### src/rtl/id_ex_stage_reg.sv
// ID/EX pipeline register: latches decoded controls, operands and fields, squashes
// controls into bubbles on flush/hazard/failed condition, counts bubbles (saturating).
// Optional macro ID_EX_FWD_SRC_EN registers src1/src2 for the forwarding unit.
module id_ex_stage_reg #(
    parameter int unsigned DATA_W = 32,
    parameter int unsigned CNT_W  = 16
) (
    input  logic              clk,
    input  logic              rst,
    input  logic              freeze,
    input  logic              flush,
    input  logic              hazard,
    input  logic              cond_pass,
    input  logic [3:0]        exe_cmd_in,
    input  logic              s_update_in,
    input  logic              branch_in,
    input  logic              mem_w_en_in,
    input  logic              mem_r_en_in,
    input  logic              wb_en_in,
    input  logic [DATA_W-1:0] pc_in,
    input  logic [DATA_W-1:0] val_rn_in,
    input  logic [DATA_W-1:0] val_rm_in,
    input  logic              imm_in,
    input  logic [11:0]       shift_operand_in,
    input  logic [23:0]       simm24_in,
    input  logic [3:0]        dest_in,
    input  logic [3:0]        sr_in,
    input  logic [3:0]        src1_in,
    input  logic [3:0]        src2_in,
    output logic [3:0]        exe_cmd_out,
    output logic              s_update_out,
    output logic              branch_out,
    output logic              mem_w_en_out,
    output logic              mem_r_en_out,
    output logic              wb_en_out,
    output logic [DATA_W-1:0] pc_out,
    output logic [DATA_W-1:0] val_rn_out,
    output logic [DATA_W-1:0] val_rm_out,
    output logic              imm_out,
    output logic [11:0]       shift_operand_out,
    output logic [23:0]       simm24_out,
    output logic [3:0]        dest_out,
    output logic [3:0]        sr_out,
    output logic [3:0]        src1_out,
    output logic [3:0]        src2_out,
    output logic              valid_out,
    output logic [CNT_W-1:0]  bubble_cnt
);

    typedef struct packed {
        logic [3:0] exe_cmd;
        logic       s_update;
        logic       branch;
        logic       mem_w_en;
        logic       mem_r_en;
        logic       wb_en;
    } ctrl_t;

    typedef struct packed {
        logic [DATA_W-1:0] pc;
        logic [DATA_W-1:0] val_rn;
        logic [DATA_W-1:0] val_rm;
        logic              imm;
        logic [11:0]       shift_operand;
        logic [23:0]       simm24;
        logic [3:0]        dest;
        logic [3:0]        sr;
    } data_t;

    localparam logic [CNT_W-1:0] CNT_MAX = '1;

    ctrl_t            ctrl_d, ctrl_q;
    data_t            data_d, data_q;
    logic             valid_d, valid_q;
    logic [CNT_W-1:0] cnt_d, cnt_q;
    logic             load_c;
    logic             squash_c;

    // Flush overrides freeze; a squashed load is any load whose slot ends up invalid.
    assign load_c   = flush | ~freeze;
    assign squash_c = flush | hazard | ~cond_pass;

    always_comb begin
        ctrl_d  = ctrl_q;
        data_d  = data_q;
        valid_d = valid_q;
        cnt_d   = cnt_q;
        if (load_c) begin
            data_d  = '{pc: pc_in, val_rn: val_rn_in, val_rm: val_rm_in, imm: imm_in,
                        shift_operand: shift_operand_in, simm24: simm24_in,
                        dest: dest_in, sr: sr_in};
            ctrl_d  = '{exe_cmd: exe_cmd_in, s_update: s_update_in, branch: branch_in,
                        mem_w_en: mem_w_en_in, mem_r_en: mem_r_en_in, wb_en: wb_en_in};
            valid_d = 1'b1;
            if (squash_c) begin
                ctrl_d  = '0;
                valid_d = 1'b0;
                if (cnt_q != CNT_MAX) begin
                    cnt_d = cnt_q + CNT_W'(1);
                end
            end
        end
    end

    always_ff @(posedge clk) begin
        if (rst) begin
            ctrl_q  <= '0;
            data_q  <= '0;
            valid_q <= 1'b0;
            cnt_q   <= '0;
        end else begin
            ctrl_q  <= ctrl_d;
            data_q  <= data_d;
            valid_q <= valid_d;
            cnt_q   <= cnt_d;
        end
    end

`ifdef ID_EX_FWD_SRC_EN
    logic [3:0] src1_d, src1_q;
    logic [3:0] src2_d, src2_q;

    // Squashed slots carry 4'hF so the forwarding unit never matches them.
    always_comb begin
        src1_d = src1_q;
        src2_d = src2_q;
        if (load_c) begin
            src1_d = squash_c ? 4'hF : src1_in;
            src2_d = squash_c ? 4'hF : src2_in;
        end
    end

    always_ff @(posedge clk) begin
        if (rst) begin
            src1_q <= '0;
            src2_q <= '0;
        end else begin
            src1_q <= src1_d;
            src2_q <= src2_d;
        end
    end

    assign src1_out = src1_q;
    assign src2_out = src2_q;
`else
    logic unused_src;
    assign unused_src = ^{src1_in, src2_in};
    assign src1_out   = 4'h0;
    assign src2_out   = 4'h0;
`endif

    assign exe_cmd_out       = ctrl_q.exe_cmd;
    assign s_update_out      = ctrl_q.s_update;
    assign branch_out        = ctrl_q.branch;
    assign mem_w_en_out      = ctrl_q.mem_w_en;
    assign mem_r_en_out      = ctrl_q.mem_r_en;
    assign wb_en_out         = ctrl_q.wb_en;
    assign pc_out            = data_q.pc;
    assign val_rn_out        = data_q.val_rn;
    assign val_rm_out        = data_q.val_rm;
    assign imm_out           = data_q.imm;
    assign shift_operand_out = data_q.shift_operand;
    assign simm24_out        = data_q.simm24;
    assign dest_out          = data_q.dest;
    assign sr_out            = data_q.sr;
    assign valid_out         = valid_q;
    assign bubble_cnt        = cnt_q;

endmodule
### config.mk
export PLATFORM = sky130hd
export DESIGN_NAME = id_ex_stage_reg
export DESIGN_NICKNAME = d
export VERILOG_FILES = /design/src/rtl/id_ex_stage_reg.sv
export SDC_FILE = /design/constraint.sdc
export NUM_CORES = 1
export LEC_CHECK = 0
export ABC_AREA = 1
export CAP_MARGIN = 15
export CORE_AREA = 2 2 131 133
export DETAILED_ROUTE_END_ITERATION = 6
export DIE_AREA = 0 0 133 135
export PLACE_DENSITY = 0.79
export SLEW_MARGIN = 20
export SYNTH_ARGS = -nofsm -noshare
export SYNTH_HDL_FRONTEND = slang
export SYNTH_SLANG_ARGS = --single-unit
export TNS_END_PERCENT = 20
### constraint.sdc
create_clock -name clk -period 4.3 [get_ports clk]
set_input_delay 0.43 -clock clk [delete_from_list [all_inputs] [get_ports clk]]
set_output_delay 0.43 -clock clk [all_outputs]
set_load 0.005 [all_outputs]
# ---- Yosys cells after proc, flatten, opt, wreduce, memory -nomap -nowiden
# Index checks and enable logic that the tools add are counted.
dict set report op_classes {
  add_sub_neg 1
  n_eq_ne 1
  mux 2
  bitwise_logic 5
  reduce_logical 1
}
# cell count
set ops {}
lappend ops {{$add 16x1->16 const B} 1}
lappend ops {{$ne 16x16->1 const B} 1}
lappend ops {{$mux 9} 1}
lappend ops {{$or 1x1->1} 3}
lappend ops {{$reduce_and 3->1} 1}
lappend ops {{$not 1->1} 2}
lappend ops {{$mux 1} 1}
dict set report word_totals {
  reg_bits 167
  in_bits 164
  output_inout_bits 175
  elab_cells 26
}

# ---- Depth between registers and ports, before layout
# Gate-level depths: netlist of run 1.
dict set report logic_depth {
  ltp_word 3
  ltp_mapped 9
  ltp_nobuf 9
}

# ---- Worst setup path after synthesis of run 1
# No wires, ideal clock.
dict set report synth_path {
  path_type {flip-flop to flip-flop}
  from {reg cnt_q[0] (netlist: bubble_cnt[0])}
  to {reg cnt_q[2] (netlist: bubble_cnt[2])}
  setup_ps 117
  arrival_time_ps 1278
  required_ps 4183
  path_slack_ps 2905
  path_stages_with_launch 9
  path_buffers 0
  period_less_slack_ps 1395
  cell_sequence {dfxtp_1 -> ha_1 -> nand3_2 -> inv_2 -> nand2_4 -> nor2_4 -> nor2_2 -> a21oi_1 -> nor2_1}
}
dict set report synth_between {
  elab_chain_cells 2
  word_cells_on_any_way 3
  cone_classes {1 x add/sub; 1 x eq/ne; 1 x reduce/logical}
}
# element line_no
set synth_lines {}
lappend synth_lines {{start: declaration} 75} ;# logic [CNT_W-1:0] cnt_d, cnt_q;
lappend synth_lines {{start signal: assignment} 115} ;# cnt_q <= cnt_d;
lappend synth_lines {{branches (longest 2 deep; another with $add 16x1->16)} -}
# Several ways; the timed one is not identified.
# A chain may end at the register's enable or synchronous reset.

# ---- Final worst setup path of run 1
dict set report layout_path {
  from {in freeze}
  to {reg data_q (netlist bit shift_operand_out[7])}
}
dict set report layout_between {
  elab_chain_cells 2
}
# element line_no
set layout_lines {}
lappend layout_lines {{start: declaration} 10} ;# input logic freeze,
lappend layout_lines {{$not 1->1} 80} ;# assign load_c = flush | ~freeze;
lappend layout_lines {{$or 1x1->1} 80}
lappend layout_lines {{end signal: assignment} 113} ;# data_q <= data_d;
lappend layout_lines {{end: declaration} 73} ;# data_t data_d, data_q;
# Every way passes these cells.

==> impl_results.md, run 1 <==
- Status: finished, final reports clean
- Share of the synthesized area in the top cell type: 0.523
- Number of buffers created by CTS: 17
- Data arrival time at the worst-slack endpoint: 2.60 ns
- Fmax achieved: 445 MHz
- Floorplan Core Area: 16400 um^2
- Worst Path Max Fanout: 77
- Min cycle time layout: 2.25 ns
- Reg-to-Reg End: bubble_cnt[2]
- Total of warnings raised by yosys: 0
- Floorplan die width: 133 um
- Routed vias/inst: 4.64
- Critical Path Source: freeze
- Post-synthesis sequential area ratio: 0.523
- CTS tree: built
- Largest voltage drop on the vdd net: 0.247 mV
- Sinks on Clock Net: 167
- Number of max-slew violations in the final report: 0
- First-pass GRT wire length: 29.7 mm
- Number of port buffers: 322
- Number of detailed-routing iterations run before antenna repair: 4
- Pwr/cell area: 366 nW/um^2
- Sum of negative setup slack: 0 ns
- Worst skew pair latency: 0.42 ns
- Overall die height: 135 um
- Library cell with the largest summed area after synthesis: dfxtp_1
- Worst clock skew: 0.00142 ns
- DRT Wirelength: 19.2 mm
- Post-synth design cell area: 6390 um^2
- Top-Level Pins: 339
- Crit path required time: 4.65 ns
- R2r startpoint: bubble_cnt[0]
- Placer congestion estimate: 0.866
- Die area: 18000 um^2
- Path type of the worst setup path: primary input to register
- Type of destination of the critical path: register
- Slew HR: 0.414
- H-tree depth reported by CTS: 4
- Flip-flop and latch count after synthesis: 167
- Cell at the root of the clock tree: clkbuf_16
- Standard-cell row count: 47
- Unrepaired setup endpoints after global routing: false
- Synthesized area divided by synthesized cell count: 7.68 um^2
- Setup slack, reg-to-reg: 2.67 ns
- Share of layout cells above drive strength 1: 0.0692
- Count of cells resized by post-cts repair: 0
- Type of origin of the critical path: primary input
- Cts-stage hold buffer count: 0
- Global Route Usage Sum: 0.210
- Detail Route Antenna Nets: 0
- Vias in the first global route: 5640
- Crit path to: shift_operand_out[7]
- Register clock-pin slew on the reported worst setup and hold paths: 0.06 ns
- Standby leakage power: 4.21 nW
- Final hold vios: 0
- Crit share post-route: 0.523
- DR WL/cell: 14.1 um
- Post-CTS setup repair buffer count: 0
- Register-to-Register Path Depth: 8
- Residual overflow from global routing: 0
- Post-Synthesis Cells: 832
- Total DRC errors in the routed layout: 0
- Maxcap violations: 0
- Top library cells by usage in the layout, fill and taps aside: 322 x clkdlybuf4s50_1, 313 x nor2_1, 167 x dfxtp_1, 144 x o21ai_0, 46 x nand2_1
- Buffers from clock root to sink, at most: 2
- Path type of the worst min-delay path: register to register
- Maximum number of pins on one net before global-route repair: 97
- Initial antenna violation count: 1
- Final-stage net count: 1294
- Cell types with the largest area share after synthesis: dfxtp_1 52%, nor2_1 18%, o21ai_0 11%, nand2_1 2.7%, nand3_1 1.9%
- Pwr Total: 3.74 mW
- HPWL after DPL: 13.6 mm
- Transition time of the tightest slew-check pin: 0.879 ns
- Starting density of the core: 0.390
- Layout overhead on the synthesized area: 59.8%
- Final-report setup violation count: 0
- Total number of vias: 6318
- Iter 0 DRT Violations: 320
- Count of cell types in the netlist: 28
- Most common library cell in the layout ignoring fill and taps: clkdlybuf4s50_1
critical path, cell delays in order:
cell and delay (ns):
clkdlybuf4s50_1 0.47, inv_2 0.05, nor2_4 0.10, buf_4 0.54, buf_4 0.64, o21ai_0 0.17, nor2_1 0.15
metal layers:
layer	vias to the layer above	global-route usage	wire length, um
li1	3235	-	-
met1	2804	0.252	7850
met2	251	0.339	8980
met3	28	0.0833	1910
met4	0	0.0836	427
met5	-	0	0
report_power, final:
group          leakage, nW  switching [mW]  total (mW)  internal, mW
Combinational         2.55           0.211       0.551         0.340
Sequential            1.39          0.0500        1.70          1.65
Clock                0.277           0.658        1.49         0.835
Total                 4.21           0.919        3.74          2.82
synthesized netlist by cell type:
library cell and instances:
nor2_2 5, a21oi_2 3, nand2_2 10, a31oi_1 1, a21oi_1 16, o21ai_0 144
buf_6 10, buf_2 10, clkinv_1 1, nand2_1 46, nand3_4 1, inv_1 14
nand3_1 24, nand4_1 4, nand3_2 1, ha_1 1, dfxtp_1 167, o21ai_1 1
xor2_1 1, inv_2 8, nor2_1 313, nand2_4 4, buf_4 12, inv_4 1
conb_1 1, nor2_4 7, clkbuf_1 25, nor3_2 1
state kept, by name, indices dropped and copies added (netlist names):
signal / flops
sr_out: 4
wb_en_out: 1
val_rn_out: 32
s_update_out: 1
pc_out: 32
simm24_out: 24
valid_out: 1
branch_out: 1
mem_w_en_out: 1
val_rm_out: 32
shift_operand_out: 12
imm_out: 1
dest_out: 4
exe_cmd_out: 4
bubble_cnt: 16
mem_r_en_out: 1
kinds of logic after synthesis:
family                     Yosys count  synth area share
DFF                                167             0.523
AOI/OAI and AO/OA                  165             0.131
and+or+nand+nor                    416             0.273
other                                1          0.000587
adders and majority gates            1           0.00196
xor gates and xnor gates             1           0.00137
buffers and inverters               81            0.0687
worst min path at each step:
stage / startpoint / endpoint / slack [ns] / cells past startpoint
2_1_floorplan: mem_r_en_out / mem_r_en_out / 0.45 / 2
3_3_place_gp: mem_w_en_out / mem_w_en_out / 0.45 / 2
3_5_place_dp: wb_en_out / wb_en_out / 0.46 / 2
4_1_cts: wb_en_out / wb_en_out / 0.47 / 2
5_1_grt: wb_en_out / wb_en_out / 0.49 / 2
6_report: exe_cmd_out[2] / exe_cmd_out[2] / 0.46 / 2
per-stage QoR:
stage / setup slack [ns] / hold WS, ns / instances / utilization / cell area, um^2
final: 2.05 / 0.464 / 1363 / 0.623 / 10200
after global routing: 1.79 / 0.490 / 1363 / 0.623 / 10200
after CTS: 2.02 / 0.466 / 1362 / 0.623 / 10200
after detailed placement: 1.60 / 0.456 / 1330 / 0.588 / 9640
after global placement: 1.61 / 0.451 / 1330 / 0.588 / 9640
after floorplan: 2.90 / 0.454 / 839 / - / 6420
layout make-up:
| cell class | instances | area [um^2] |
|---|---|---|
| Fill cell | 1423 | 6190 |
| Sequential cell | 167 | 3340 |
| Timing Repair Buffer | 328 | 3290 |
| Multi-Input combinational cell | 591 | 2640 |
| Clock buffer | 19 | 453 |
| Tap cell | 220 | 275 |
| Clock inverter | 13 | 120 |
| Inverter | 24 | 93.8 |
| Antenna cell | 1 | 2.50 |
(Power assumes the default switching activity.)
==> inputs of run 2 (changes only) <==
Settings changed: CORE_AREA 2 2 131 133 to default, CORE_MARGIN from default to 2, CORE_UTILIZATION from default to 39, DIE_AREA 0 0 133 135 to default, PLACE_DENSITY 0.79 to 0.8.
Clock period 4.3 ns to 2.3 ns, I/O delays scaled along.
==> impl_results.md, run 2 (synthesis results as in run 1) <==
- Number of detailed-routing iterations run before antenna repair: 6 (+2)
- Worst clock skew: 0.00505 ns (+0.00363 ns)
- Crit share post-route: 0.732
- First-pass GRT wire length: 30.9 mm (+3.8%)
- Sinks on Clock Net: 167 (unchanged)
- Total number of vias: 6428 (+1.7%)
- Floorplan die width: 132 um (-0.72%)
- Worst Path Max Fanout: 6 (-92%)
- R2r startpoint: bubble_cnt[0]
- Type of origin of the critical path: register
- Setup slack, reg-to-reg: 0.71 ns (-1.96 ns)
- Total net switching power: 1.69 mW (+84%)
- Post-CTS setup repair buffer count: 0 (unchanged)
- Net Sw Frac: 0.247 (+0.00120)
- Met3 wirelength from detailed routing: 1.78 mm (-6.9%)
- Vias in the first global route: 5937 (+5.3%)
- Residual overflow from global routing: 0 (unchanged)
- DR WL/cell: 14.4 um (+2.0%)
- Count of cells resized by post-cts repair: 0 (unchanged)
- Min cycle time layout: 1.68 ns
- Cell at the slowest stage of the critical path: clkdlybuf4s50_1
- Detail Route met2 WL: 9.11 mm (+1.4%)
- Cell depth of the worst hold path: 3 (+1)
- Floorplan Core Area: 15900 um^2 (-2.8%)
- Cell at the root of the clock tree: clkbuf_16
- Reg-to-Reg End: bubble_cnt[2]
- Pwr Total: 6.83 mW (+83%)
- Top routing layer used: met4
- Cell family with most CP delay: buffers and inverters
- Routed vias/inst: 4.73 (+2.0%)
- Initial antenna violation count: 1 (unchanged)
- Die area: 17400 um^2 (-2.9%)
- Internal power of the cells: 5.15 mW (+82%)
- Routed metal-1 wirelength: 7.93 mm (+0.96%)
- Max incr delay on CP: 0.57 ns (-0.07 ns)
- Largest voltage drop on the vdd net: 0.433 mV (+75%)
- Iter 0 DRT Violations: 316 (-1.3%)
- Maximum number of pins on one net before global-route repair: 89 (-8.2%)
- Clock power share: 0.381 (-0.018)
- Hold path startpoint: mem_r_en_in
- Path type of the worst setup path: register to output port
- Standby leakage power: 4.21 nW (about the same)
- Non-filler cells, final: 1360 (-0.22%)
- Final-stage net count: 1295 (+0.077%)
- Starting density of the core: 0.401 (+0.0113)
- Worst Hold Endpoint: mem_r_en_out
- Top library cells by usage in the layout, fill and taps aside: 322 x clkdlybuf4s50_1, 313 x nor2_1, 167 x dfxtp_1, 144 x o21ai_0, 46 x nand2_1
- Register share of total power: 0.465 (+0.011)
- Combined buffer and inverter count along the critical path: 1 (-3)
- Register clock-pin slew on the reported worst setup and hold paths: 0.07 ns (about the same)
- Register-to-Register Path Depth: 8 (unchanged)
- Data arrival time at the worst-slack endpoint: 1.45 ns (-1.15 ns)
- Fmax achieved: 594 MHz
- Buffers from clock root to sink, at most: 2 (unchanged)
- HPWL after DPL: 14.3 mm (+5.1%)
- Share of layout cells above drive strength 1: 0.0691 (about the same)
- Cells along the critical path: clkdlybuf4s50_1
- Proportion of power drawn by combinational gates: 0.154 (+0.007)
- Layout overhead on the synthesized area: 60.1%
- H-tree depth reported by CTS: 4 (unchanged)
- Detail Route Antenna Nets: 0 (unchanged)
- Final-report setup violation count: 0 (unchanged)
- Most common library cell in the layout ignoring fill and taps: clkdlybuf4s50_1
- Tightest hold margin: 0.391 ns (-0.0731 ns)
- Maxcap violations: 0 (unchanged)
- Sum of negative setup slack: 0 ns (unchanged)
- Top-Level Pins: 339 (unchanged)
- Post-Place Cells: 1327 (-0.23%)
- Total DRC errors in the routed layout: 0 (unchanged)
- Crit path required time: 2.07 ns (-2.58 ns)
- Unrepaired setup endpoints after global routing: false
- Pwr/cell area: 667 nW/um^2 (+82%)
- Standard-cell row count: 46 (-2.1%)
- Final core utilization: 0.642 (+0.0194)
- Global Route Usage Sum: 0.219 (+0.00934)
- Number of max-slew violations in the final report: 0 (unchanged)
- Cts-stage hold buffer count: 0 (unchanged)
- Placer congestion estimate: 0.883 (+1.9%)
- Number of buffers created by CTS: 17 (unchanged)
- DRT Wirelength: 19.5 mm (+1.8%)
- Type of destination of the critical path: output port
- Status: finished, final reports clean
- Path type of the worst min-delay path: primary input to register
- Worst skew pair latency: 0.41 ns (about the same)
- Overall die height: 132 um (-2.2%)
- CTS tree: built
- Number of port buffers: 322 (unchanged)
- Final hold vios: 0 (unchanged)
==> run 2: changes by cell type in the layout (fill, tap and decap cells not counted) <==
cell        delta
buf_4          -3
clkinvlp_4     +1
bufinv_16      -1
clkbuf_1       +1
inv_6          -1
clkinv_4       +1
clkbuf_8       -1
buf_12         +4
==> run 2: power by group through the flow <==
| stage | logic (mW) | clock network [mW] | registers, mW |
|---|---|---|---|
| floorplan | 0.331 | 0 | 3.25 |
| global placement | 1.04 | 0 | 3.23 |
| detailed placement | 1.06 | 0 | 3.24 |
| CTS | 1.06 | 2.68 | 3.18 |
| global route | 1.15 | 2.81 | 3.20 |
| finish | 1.05 | 2.61 | 3.18 |
==> run 2: worst max-delay path by stage <==
stage / cells after the start / start / endpoint
2_1_floorplan: 8 / bubble_cnt[0] / bubble_cnt[2]
3_3_place_gp: 7 / flush / bubble_cnt[11]
3_5_place_dp: 7 / flush / bubble_cnt[6]
4_1_cts: 1 / bubble_cnt[4] / bubble_cnt[4]
5_1_grt: 1 / bubble_cnt[9] / bubble_cnt[9]
6_report: 1 / bubble_cnt[9] / bubble_cnt[9]
==> run 2: final cells by class <==
type / count / area [um^2]
Fill cell: 1369 / 5700
Timing Repair Buffer: 329 / 3350
Sequential cell: 167 / 3340
Multi-Input combinational cell: 591 / 2640
Clock buffer: 19 / 443
Tap cell: 216 / 270
Clock inverter: 13 / 97.6
Inverter: 24 / 93.8
Antenna cell: 1 / 2.50
==> run 2: metal layers <==
layer  vias to the layer above  track usage
met5                         -            0
li1                       3237            -
met3                        44       0.0788
met1                      2876        0.257
met4                         0        0.101
met2                       271        0.359
==> run 2: metrics by stage <==
stage / area [um^2] / setup slack (ns)
finish: 10200 / 0.616
global route: 10200 / 0.571
CTS: 10200 / 0.588
detailed placement: 9700 / 0.588
global placement: 9700 / 0.619
floorplan: 6420 / 0.905
==> inputs of run 3 (changes only) <==
Settings changed: CORE_UTILIZATION 39 to 36, PLACE_DENSITY 0.8 to 0.77.
Clock period 2.3 ns to 1.5 ns, I/O delays scaled along.
==> impl_results.md, run 3 (synthesis results as in run 1) <==
- Worst slack, placed: -0.0721 ns (-0.660 ns)
- DRT Wirelength: 20.1 mm (+2.8%)
- Number of detailed-routing iterations run before antenna repair: 4 (-2)
- Top library cells by usage in the layout, fill and taps aside: 313 x nor2_1, 308 x clkdlybuf4s50_1, 150 x dfxtp_1, 144 x o21ai_0, 46 x nand2_1
- Final-stage net count: 1325 (+2.3%)
- Residual overflow from global routing: 0 (unchanged)
- HPWL after DPL: 15.1 mm (+5.5%)
- DR WL/cell: 14.4 um (about the same)
- Setup slack, reg-to-reg: 0.06 ns (-0.65 ns)
- Path type of the worst min-delay path: primary input to register
- Die area: 18800 um^2 (+8.1%)
- Worst path setup slack after routing: 0.0423 ns (-0.573 ns)
- Type of destination of the critical path: output port
- Max incr delay on CP: 0.51 ns (-0.06 ns)
- Overall die height: 137 um (+4.0%)
- Iter 0 DRT Violations: 318 (+0.63%)
- Starting density of the core: 0.368 (-0.0327)
- CTS tree: built
- Final hold vios: 0 (unchanged)
- Maxcap violations: 0 (unchanged)
- H-tree depth reported by CTS: 4 (unchanged)
- Number of max-slew violations in the final report: 0 (unchanged)
- Status: finished, final reports clean
- Fmax achieved: 686 MHz
- Total number of vias: 6504 (+1.2%)
- Min cycle time layout: 1.46 ns
- Tightest hold margin: 0.309 ns (-0.0825 ns)
- Path type of the worst setup path: register to output port
- Detail Route Antenna Nets: 0 (unchanged)
- Largest voltage drop on the vdd net: 0.726 mV (+68%)
- First-pass GRT wire length: 30.9 mm (about the same)
- Layout overhead on the synthesized area: 66.4%
- Cell at the root of the clock tree: clkbuf_16
- Hold path startpoint: exe_cmd_in[1]
- Antenna diodes: 0 (-1)
- Type of origin of the critical path: register
- Buffers from clock root to sink, at most: 2 (unchanged)
- Standard-cell row count: 48 (+4.3%)
- Final core utilization: 0.613 (-0.0292)
- Number of port buffers: 322 (unchanged)
- Cell depth of the worst hold path: 3 (unchanged)
- Register-to-Register Path Depth: 8 (unchanged)
- Worst clock skew: 0.00601 ns (+0.000952 ns)
- Routed vias/inst: 4.65 (-1.6%)
- Floorplan die width: 137 um (+4.0%)
- Cells along the critical path: clkdlybuf4s50_1
- Total DRC errors in the routed layout: 0 (unchanged)
- Non-filler cells, final: 1398 (+2.8%)
- Combined buffer and inverter count along the critical path: 1 (unchanged)
- Global Route Usage Sum: 0.210 (-0.00898)
- Initial antenna violation count: 0 (-1)
- Pwr/cell area: 1050 nW/um^2 (+57%)
- Cell at the slowest stage of the critical path: clkdlybuf4s50_1
- Cell family with most CP delay: buffers and inverters
- Sum of negative setup slack: 0 ns (unchanged)
- Standby leakage power: 4.57 nW (+8.6%)
- Placer congestion estimate: 0.889 (+0.73%)
- Sinks on Clock Net: 167 (unchanged)
- Register clock-pin slew on the reported worst setup and hold paths: 0.07 ns (about the same)
- Fillers: 1561 (+14%)
- Top-Level Pins: 339 (unchanged)
- Number of buffers created by CTS: 17 (unchanged)
- Maximum number of pins on one net before global-route repair: 48 (-46%)
- Worst Hold Endpoint: exe_cmd_out[1]
- Final-report setup violation count: 0 (unchanged)
- Data arrival time at the worst-slack endpoint: 1.31 ns (-0.14 ns)
- Cts-stage hold buffer count: 0 (unchanged)
- Worst Path Max Fanout: 6 (unchanged)
- Share of layout cells above drive strength 1: 0.108 (+0.0392)
- Post-Place Cells: 1366 (+2.9%)
- Unrepaired setup endpoints after global routing: true
- Reg-to-Reg End: bubble_cnt[2]
- Crit path required time: 1.35 ns (-0.72 ns)
- Worst skew pair latency: 0.41 ns (about the same)
- Floorplan Core Area: 17400 um^2 (+8.9%)
- Most common library cell in the layout ignoring fill and taps: nor2_1
- Crit share post-route: 0.972
- Post-CTS setup repair buffer count: 0 (unchanged)
- R2r startpoint: bubble_cnt[0]
- Vias in the first global route: 6074 (+2.3%)
[run 3: cell count changes in the layout (fill, tap and decap cells not counted), moves of 6 or more]
cell             change
dlygate4sd2_1        +7
dfxtp_4              +6
dlymetal6s2s_1       +7
clkdlybuf4s50_1     -14
buf_4               +27
dfxtp_2             +11
dfxtp_1             -17
[run 3: metrics by stage]
step           total power [mW]  area, um^2
2_1_floorplan              5.50        6420
3_3_place_gp               6.64        9970
3_5_place_dp               6.67        9970
4_1_cts                    11.3       10600
5_1_grt                    11.6       10600
6_report                   11.1       10600
[run 3: power breakdown]
part	switching [mW]	total, mW	internal [mW]
Sequential	0.144	4.86	4.71
Clock	1.92	4.60	2.68
Combinational	0.644	1.69	1.04
[run 3: timing repair]
| action | CTS | global route |
|---|---|---|
| pin swaps | 0 | 0 |
| endpoints found under the setup margin | 19 | 19 |
| resized for setup | 26 | 13 |
[run 3: final cells by class]
type,instances,area (um^2),share of cell area
inverter,24,93.8,0.00882
multi-input combinational,591,2650,0.249
timing repair buffer,359,3620,0.340
clock buffer,18,429,0.0403
tap,225,282,0.0265
sequential,167,3380,0.318
clock inverter,14,189,0.0178
[run 3: worst max-delay path by stage]
stage	end	start	cells past startpoint	slack [ns]
floorplan	bubble_cnt[2]	bubble_cnt[0]	8	0.10
global placement	val_rn_out[22]	freeze	6	-0.05
detailed placement	val_rn_out[11]	freeze	6	-0.07
CTS	bubble_cnt[4]	bubble_cnt[4]	1	0.0009
global route	bubble_cnt[2]	bubble_cnt[0]	8	-0.03
finish	bubble_cnt[9]	bubble_cnt[9]	1	0.04
[run 3: routing by layer]
layer | part of all wire | routed length (um) | track usage | vias up
met4 | 0.027 | 548 | 0.0853 | 0
met1 | 0.39 | 7920 | 0.239 | 2883
met5 | 0 | 0 | 0 | -
met3 | 0.12 | 2330 | 0.0879 | 35
li1 | - | - | - | 3305
met2 | 0.46 | 9270 | 0.349 | 281
